===== config.mk =====
export PLATFORM = sky130hd
export DESIGN_NAME = axi4_wr_arbiter_sched
export DESIGN_NICKNAME = d
export VERILOG_FILES = /design/src/rtl/axi4_wr_arbiter_sched.sv
export SDC_FILE = /design/constraint.sdc
export NUM_CORES = 1
export LEC_CHECK = 0
export ABC_AREA = 1
export CAP_MARGIN = 25
export CORE_MARGIN = 2
export CORE_UTILIZATION = 62
export CTS_CLUSTER_DIAMETER = 150
export CTS_CLUSTER_SIZE = 30
export DETAILED_ROUTE_END_ITERATION = 10
export DONT_BUFFER_PORTS = 1
export GPL_TIMING_DRIVEN = 0
export PLACE_DENSITY = 0.78
export SKIP_LAST_GASP = 1
export SLEW_MARGIN = 10
export SYNTH_ARGS = -nofsm -noshare
export SYNTH_HDL_FRONTEND = slang
export SYNTH_SLANG_ARGS = --single-unit

===== constraint.sdc =====
create_clock -name axi_aclk -period 11.67 [get_ports axi_aclk]
set_clock_uncertainty 0.1 [all_clocks]
set_input_delay 0 -clock axi_aclk [delete_from_list [all_inputs] [get_ports axi_aclk]]
set_output_delay 0 -clock axi_aclk [all_outputs]
set_load 0.02 [all_outputs]

===== src/rtl/axi4_wr_arbiter_sched.sv =====
// Write-channel scheduler: round-robin AW arbitration, winner locked for its whole
// AW/W/B transaction, one write outstanding, with burst-length and BID checks.
module axi4_wr_arbiter_sched #(
   parameter int NUM    = 5,
   parameter int IDSIZE = 1,
   parameter int LSIZE  = 8,
   parameter int IDW    = (NUM > 1) ? $clog2(NUM) : 1
) (
   input  logic                    axi_aclk,
   input  logic                    axi_areset,
   input  logic [NUM-1:0]          s_awvalid,
   input  logic [NUM*IDSIZE-1:0]   s_awid,
   input  logic [NUM*LSIZE-1:0]    s_awlen,
   input  logic                    m_awready,
   input  logic                    m_wvalid,
   input  logic                    m_wready,
   input  logic                    m_wlast,
   input  logic                    m_bvalid,
   input  logic                    m_bready,
   input  logic [IDSIZE+IDW-1:0]   m_bid,
   output logic [NUM-1:0]          grant,
   output logic [IDW-1:0]          grant_idx,
   output logic [IDSIZE+IDW-1:0]   m_awid,
   output logic                    aw_en,
   output logic                    w_en,
   output logic                    b_en,
   output logic                    busy,
   output logic [LSIZE:0]          beat_cnt,
   output logic                    err_len,
   output logic                    err_bid,
   output logic [1:0]              dbg_state
);

   // Every channel transfer (AW, W beat, B) completes on a rising edge where valid and ready are both high.
   typedef enum logic [1:0] {IDLE = 2'd0, AW = 2'd1, W = 2'd2, B = 2'd3} state_t;

   state_t             state_q;
   logic [NUM-1:0]     grant_q;
   logic [IDW-1:0]     grant_idx_q;
   logic [IDW-1:0]     last_q;
   logic [LSIZE-1:0]   len_q;
   logic [LSIZE:0]     beat_cnt_q;
   logic               len_err_seen_q;
   logic               aw_en_q, w_en_q, b_en_q, busy_q;
   logic               err_len_q, err_bid_q;

   logic [IDSIZE-1:0]  awid_arr  [NUM];
   logic [LSIZE-1:0]   awlen_arr [NUM];
   logic [IDW-1:0]     win_idx_d;
   logic               win_vld_d;
   logic [NUM-1:0]     grant_d;
   logic [IDW-1:0]     cand_idx;
   int                 cand;
   logic               unused_bid_lo;

   always_comb begin
      for (int i = 0; i < NUM; i++) begin
         awid_arr[i]  = s_awid[i*IDSIZE +: IDSIZE];
         awlen_arr[i] = s_awlen[i*LSIZE +: LSIZE];
      end
   end

   // First requester at or after last+1, scanning upward with wrap.
   always_comb begin
      win_idx_d = '0;
      win_vld_d = 1'b0;
      cand      = 0;
      cand_idx  = '0;
      for (int k = 1; k <= NUM; k++) begin
         cand     = (int'(last_q) + k) % NUM;
         cand_idx = IDW'(cand);
         if (!win_vld_d && s_awvalid[cand_idx]) begin
            win_vld_d = 1'b1;
            win_idx_d = cand_idx;
         end
      end
      grant_d            = '0;
      grant_d[win_idx_d] = 1'b1;
   end

   always_ff @(posedge axi_aclk) begin
      if (axi_areset) begin
         state_q        <= IDLE;
         grant_q        <= '0;
         grant_idx_q    <= '0;
         last_q         <= IDW'(NUM - 1);
         len_q          <= '0;
         beat_cnt_q     <= '0;
         len_err_seen_q <= 1'b0;
         aw_en_q        <= 1'b0;
         w_en_q         <= 1'b0;
         b_en_q         <= 1'b0;
         busy_q         <= 1'b0;
         err_len_q      <= 1'b0;
         err_bid_q      <= 1'b0;
      end else begin
         err_len_q <= 1'b0;
         err_bid_q <= 1'b0;
         case (state_q)
            IDLE: if (win_vld_d) begin
               state_q     <= AW;
               grant_q     <= grant_d;
               grant_idx_q <= win_idx_d;
               aw_en_q     <= 1'b1;
               busy_q      <= 1'b1;
            end
            AW: if (s_awvalid[grant_idx_q] && m_awready) begin
               state_q        <= W;
               len_q          <= awlen_arr[grant_idx_q];
               beat_cnt_q     <= '0;
               len_err_seen_q <= 1'b0;
               aw_en_q        <= 1'b0;
               w_en_q         <= 1'b1;
            end
            W: if (m_wvalid && m_wready) begin
               if (beat_cnt_q != '1) beat_cnt_q <= beat_cnt_q + 1'b1;
               // A burst reports its length violation once, whichever beat reveals it first.
               if (m_wlast) begin
                  state_q <= B;
                  w_en_q  <= 1'b0;
                  b_en_q  <= 1'b1;
                  if (!len_err_seen_q && beat_cnt_q != {1'b0, len_q}) err_len_q <= 1'b1;
               end else if (!len_err_seen_q && beat_cnt_q == {1'b0, len_q}) begin
                  err_len_q      <= 1'b1;
                  len_err_seen_q <= 1'b1;
               end
            end
            B: if (m_bvalid && m_bready) begin
               state_q <= IDLE;
               last_q  <= grant_idx_q;
               b_en_q  <= 1'b0;
               busy_q  <= 1'b0;
               if (m_bid[IDSIZE+IDW-1 -: IDW] != grant_idx_q) err_bid_q <= 1'b1;
            end
            default: state_q <= IDLE;
         endcase
      end
   end

   assign unused_bid_lo = ^m_bid[IDSIZE-1:0];

   assign grant     = (NUM == 1) ? '1 : grant_q;
   assign grant_idx = grant_idx_q;
   assign m_awid    = {grant_idx_q, awid_arr[grant_idx_q]};
   assign aw_en     = aw_en_q;
   assign w_en      = w_en_q;
   assign b_en      = b_en_q;
   assign busy      = busy_q;
   assign beat_cnt  = beat_cnt_q;
   assign err_len   = err_len_q;
   assign err_bid   = err_bid_q;
   assign dbg_state = state_q;

endmodule

# Word-level counts from Yosys, hierarchy flattened
# Index checks and enable logic that the tools add are counted.
# Widths: inputs -> output; s select.
# word_totals
reg_bits	37
inputBits	62
# classes
n_addsub	6
div	5
magnitude_cmp	9
n_eq_ne	15
n_mux	60
bitwise	5
reduce_logical	32
# op_table
cell	n
$mod 32x4->32 const B	5
$mux 1	29
$lt 3x4->1 const B	7
$mux 9	3
$bmux 8 s3	1
$bmux 1 s3	7
$pmux 9 s2	1
$mux 8	2
$ne 2x2->1 const B	8
$mux 3	5
$reduce_and 4->1	3
$logic_and 1x1->1	10
$mux 2	5
$pmux 1 s2	5
$reduce_and 5->1	2
$add 9x1->9 const B	1
$eq 9x8->1	1
$ne 9x8->1	1
$ne 9x9->1 const B	1
$add 3x2->4 const B	2
$add 3x3->4 const B	2
$pmux 2 s4	1
$reduce_bool 2->1	4
$reduce_and 2->1	3
13 further kinds	23

# Longest topological paths before layout
# depth
word_depth	21
depth_mapped	29

# Worst setup path before layout
# No wires, ideal clock.
# synth_path
path_type	register to register
startpoint	register last_q[0]
endpoint	register state_q[0], in the netlist dbg_state[0]
setup_ns	0.130
t_arrival_ns	3.486
setup_slack_ns	7.954
stages_incl_launch_ff	24
path_buffers	2
period_less_slack_ns	3.716
path_cell_list	dfxtp_1 -> buf_4 -> buf_2 -> inv_1 -> ha_1 -> ha_1 -> nor2_1 -> nand2_1 -> nand2_2 -> xor2_1 -> inv_1 -> ha_1 -> o21ai_2 -> nand2_2 -> nand2_1 -> nand2_2 -> nand2_1 -> o211ai_1 -> a31oi_4 -> nor2_2 -> nand2_2 -> nand2_2 -> nor3_1 -> nor3_2
# synth_between
elab_chain_cells	19
word_cells_on_any_way	35
cone_classes	add/sub: 5; div: 5; eq/ne: 1; mux: 15; reduce/logical: 9
# synth_lines
item	line	text
start, declared	40	logic [IDW-1:0] last_q;
start signal, assigned	86	last_q <= IDW'(NUM - 1);
start signal, assigned	130	last_q <= grant_idx_q;
$add 3x1->4	70	cand = (int'(last_q) + k) % NUM;
$mod 32x4->32	70	
$bmux 1 s3	72	if (!win_vld_d && s_awvalid[cand_idx]) begin
$mux 1 (implied by the code)	72	
$mux 1	72	
$logic_not 1->1	72	
$logic_and 1x1->1	72	
$mux 1	72	
(+3 left out)	--	
$logic_not 1->1	72	
$logic_and 1x1->1	72	
$mux 1	72	
$logic_not 1->1	72	
$logic_and 1x1->1	72	
$mux 1 *	72	
$ne 2x2->1 (no line) *	--	
$reduce_and 5->1 (no line) *	--	
end signal, assigned	83	state_q <= IDLE;
end signal, assigned	101	state_q <= AW;
end signal, assigned	108	state_q <= W;
end, declared	37	state_t state_q;
# Mark *: on every way between the ends. The rest lies on a longest branch, timed or not. The select of a mux whose other input is x is not followed.
# A chain may end at the register's enable or synchronous reset.

# Worst setup path in the final report
# layout_path
startpoint	register last_q[0]
endpoint	register grant_idx_q[0], in the netlist grant_idx[0]
# layout_between
elab_chain_cells	18
word_cells_on_any_way	39
cone_classes	add/sub: 5; div: 5; mux: 20; reduce/logical: 9
# layout_lines
item	line	text
$add 3x1->4	70	
$mod 32x4->32	70	
$bmux 1 s3	72	
$mux 1 (implied by the code)	72	
$mux 1	72	
$logic_not 1->1	72	
$logic_and 1x1->1	72	
$mux 1	72	
(+2 left out)	--	
$mux 1	72	
$logic_not 1->1	72	
$logic_and 1x1->1	72	
$mux 1	72	
$logic_not 1->1	72	
$logic_and 1x1->1	72	
$mux 1	72	
$reduce_and 2->1 (no line)	--	
end signal, assigned	103	grant_idx_q <= win_idx_d;
end, declared	39	logic [IDW-1:0] grant_idx_q;
# Parallel ways exist; a longest one is shown, timed or not. The select of a mux whose other input is x is not followed.

==> flow_summary.toml <==
[job]
cap_violations = 0

[pwr]
p_leak_uw = 0.00186
total_power_uw = 706
p_per_area_nw_per_um2 = 170
ir_drop_mv = 0.134

[critical_path]
arrival_ns = 4.45
crit_type = "flip-flop to flip-flop"
start_kind = "flip-flop"
r2r_end = "grant_idx[0]"
path_cells = "buf_4 > buf_2 > inv_1 > ha_1 > ha_1 > nor2_1 > nand2_1 > nand2_2 > xor2_1 > inv_1 > ha_1 > o21ai_2 > nand2_2 > nand2_1 > nand2_2 > nor2_1 > a21oi_1 > a31oi_4 > nor2_2 > nor2_2 > nor2_1 > o21ai_1 > inv_1"
reg2reg_depth = 23
crit_path_end_kind = "flip-flop"
worstReg2RegStart = "last_q[0]"
worst-r2r-setup-slack_ns = 7.30
slowest_stage = "ha_1"
crit_required_ns = 11.76
max_stage_delay_ns = 0.48
worstPathBufferInverterCount = 5
cp_max_fo = 10
startpoint = "last_q[0]"
critPathTopFamily = "simple AND/OR/NAND/NOR gates"

[cells_and_area]
final_cell_mix = "104 x nand2_1, 70 x inv_1, 38 x nor2_1, 37 x dfxtp_1, 32 x nand3_1"
syn_to_final_growth_pct = 9.86
final_cells = 663
final_layout_size_suffix_gt1_share_pct = 15.5
postLayoutCoreUtil_pct = 70.4
final_common_cell = "nand2_1"
diodes = 0
fin_nets = 680

[floorplanning]
row_count = 28
dieWidth_um = 82.2
pin_count = 91
die_h_um = 82.2
core_um2 = 5920
start_util_pct = 64.1
dieArea_um2 = 6760

[grt]
grt_pass1_wl_um = 15900
grt-busiest-layer = "met2"
met1_usage_pct = 38.8
grt_use_met3_pct = 5.00
grt_pass1_vias = 3506
overflow = 0
antenna_found_initial = 0
grt_usage_pct = 30.1
grt_use_met2_pct = 51.5
grt_max_degree = 11

[timing]
fin_hold_ws_ns = 0.0192
setup_violations = 0
fmax_mhz = 229
timing.final.max_slew_violations = 0
tns_ns = 0
worst_pin_slew_ns = 0.829
rsz0062_at_grt = "no"
min_period_ns = 4.37
slew_headroom_pct = 44.3
hold_viol = 0
period_share_pct = 37.4

[clock_network]
cts_sinks = 37
insertion_delay_ns = 0.29
clockBufferDepth = 2
cts_root_buf = "clkbuf_8"
cts_resized = 0
tritoncts = "yes"
cts_max_level = 2
numCtsBuffers = 5
clkSlewWorstSetupHoldPaths_ns = 0.07

[synth]
syn_area_um2 = 3790
async_flop_share_pct = 0
syn-instance-count = 560
postSynthAreaPerCell_um2 = 6.77
synth_edf_count = 0
ys_warn_count = 0
ys_ff_latch = 37
ys_seq_area_share_pct = 19.5
syn_nets = 653
ys.flop_type = "dfxtp_1"
yosysUniqueCellTypes = 55

[routing]
drt_iter0_drc = 158
firstDrtPassIters = 5
vias_per_cell = 5.79
drc = 0
antenna_left = 0
via_count = 3838
wirelength_um = 10100
wl_per_cell_um = 15.2

[worst_hold_path]
hold_depth = 5
hold_end = "busy"
hp-class = "input port to flip-flop"
hold_start = "m_bready"

[placed_design]
place_congestion = 0.953
dp.cells = 635
place_hpwl_um = 7850
io_buffers = 0

[run_status]
status = "complete, no violations"
-- synthesized netlist by cell type, drive strengths merged, types with 2 or more instances --
cell type  number  share of area, %
or2             4              0.73
nand2         136                16
a21oi          35               5.2
clkinv          3              0.33
nand4           9               2.5
xnor2           2              0.46
xor2            8               1.8
dfxtp          37                20
ha             31                10
nand3b          3              0.69
a31oi           2              0.73
a221oi         10               2.3
a211oi         11               2.2
a21o            2              0.40
inv            76               7.7
clkbuf         13               1.3
o22ai          12               2.0
nand3          40               6.5
o211ai          6               1.3
nor2           48               6.2
o21ai          46               6.9
o21a            2              0.40
buf             6               1.2
nor3           12               1.8
-- worst max path at each step --
stage                         to  slack [ns]  cells after the start
finish              grant_idx[0]        7.30                     23
global route        grant_idx[0]        6.88                     23
CTS                 grant_idx[0]        7.36                     23
detailed placement  grant_idx[0]        7.39                     23
global placement    dbg_state[0]        7.52                     23
floorplan           dbg_state[0]        7.95                     23
-- repair_timing --
item                      CTS  global route
hold buffers               20             0
hold endpoints to repair   19             0
buffers inserted            0             0
-- report_power, final --
| part | internal [uW] | total [uW] | switching (uW) |
|---|---|---|---|
| Combinational | 147 | 421 | 274 |
| Sequential | 151 | 200 | 48.7 |
| Clock | 42.4 | 86.3 | 43.8 |
| Total | 340 | 706 | 366 |
-- flip-flops by register name (all words and copies together) (netlist names) --
name            cells
last_q              3
len_q               8
err_len             1
grant_idx           3
busy                1
len_err_seen_q      1
dbg_state           2
grant               5
b_en                1
err_bid             1
aw_en               1
beat_cnt            9
w_en                1
-- through the flow --
step / setup slack, ns / cell area [um^2]
global placement: 7.52 / 3890
detailed placement: 7.39 / 3890
floorplan: 7.95 / 3790
global route: 6.88 / 4170
CTS: 7.36 / 4170
finish: 7.30 / 4170
-- final cells by class --
type,count,area [um^2]
multi-input cells,425,2650
fillers,499,1750
flip-flops and latches,37,741
inverters,79,303
repair buffers,20,200
plain buffers,19,95.1
well taps,75,93.8
clock buffers,8,80.1
-- cells by family after synthesis --
kind of cell	synth area share (%)
compound gates	22.3
xor+xnor	2.31
fa+ha+maj	10.2
buf+inv	10.5
flops	19.5
simple gates	35.1
-- tightest hold or removal path, stage by stage --
cell and delay (ns):
a21oi_1 0.07, a21oi_1 0.13, nand2_1 0.06, nand2_1 0.05
a21oi_1 0.05
-- metal layers --
layer | vias to the layer above | routed length (um)
li1 | 1932 | -
met1 | 1726 | 4460
met2 | 155 | 4730
met3 | 25 | 651
met4 | 0 | 253
met5 | - | 0
Power figures use the tool's default switching activity.
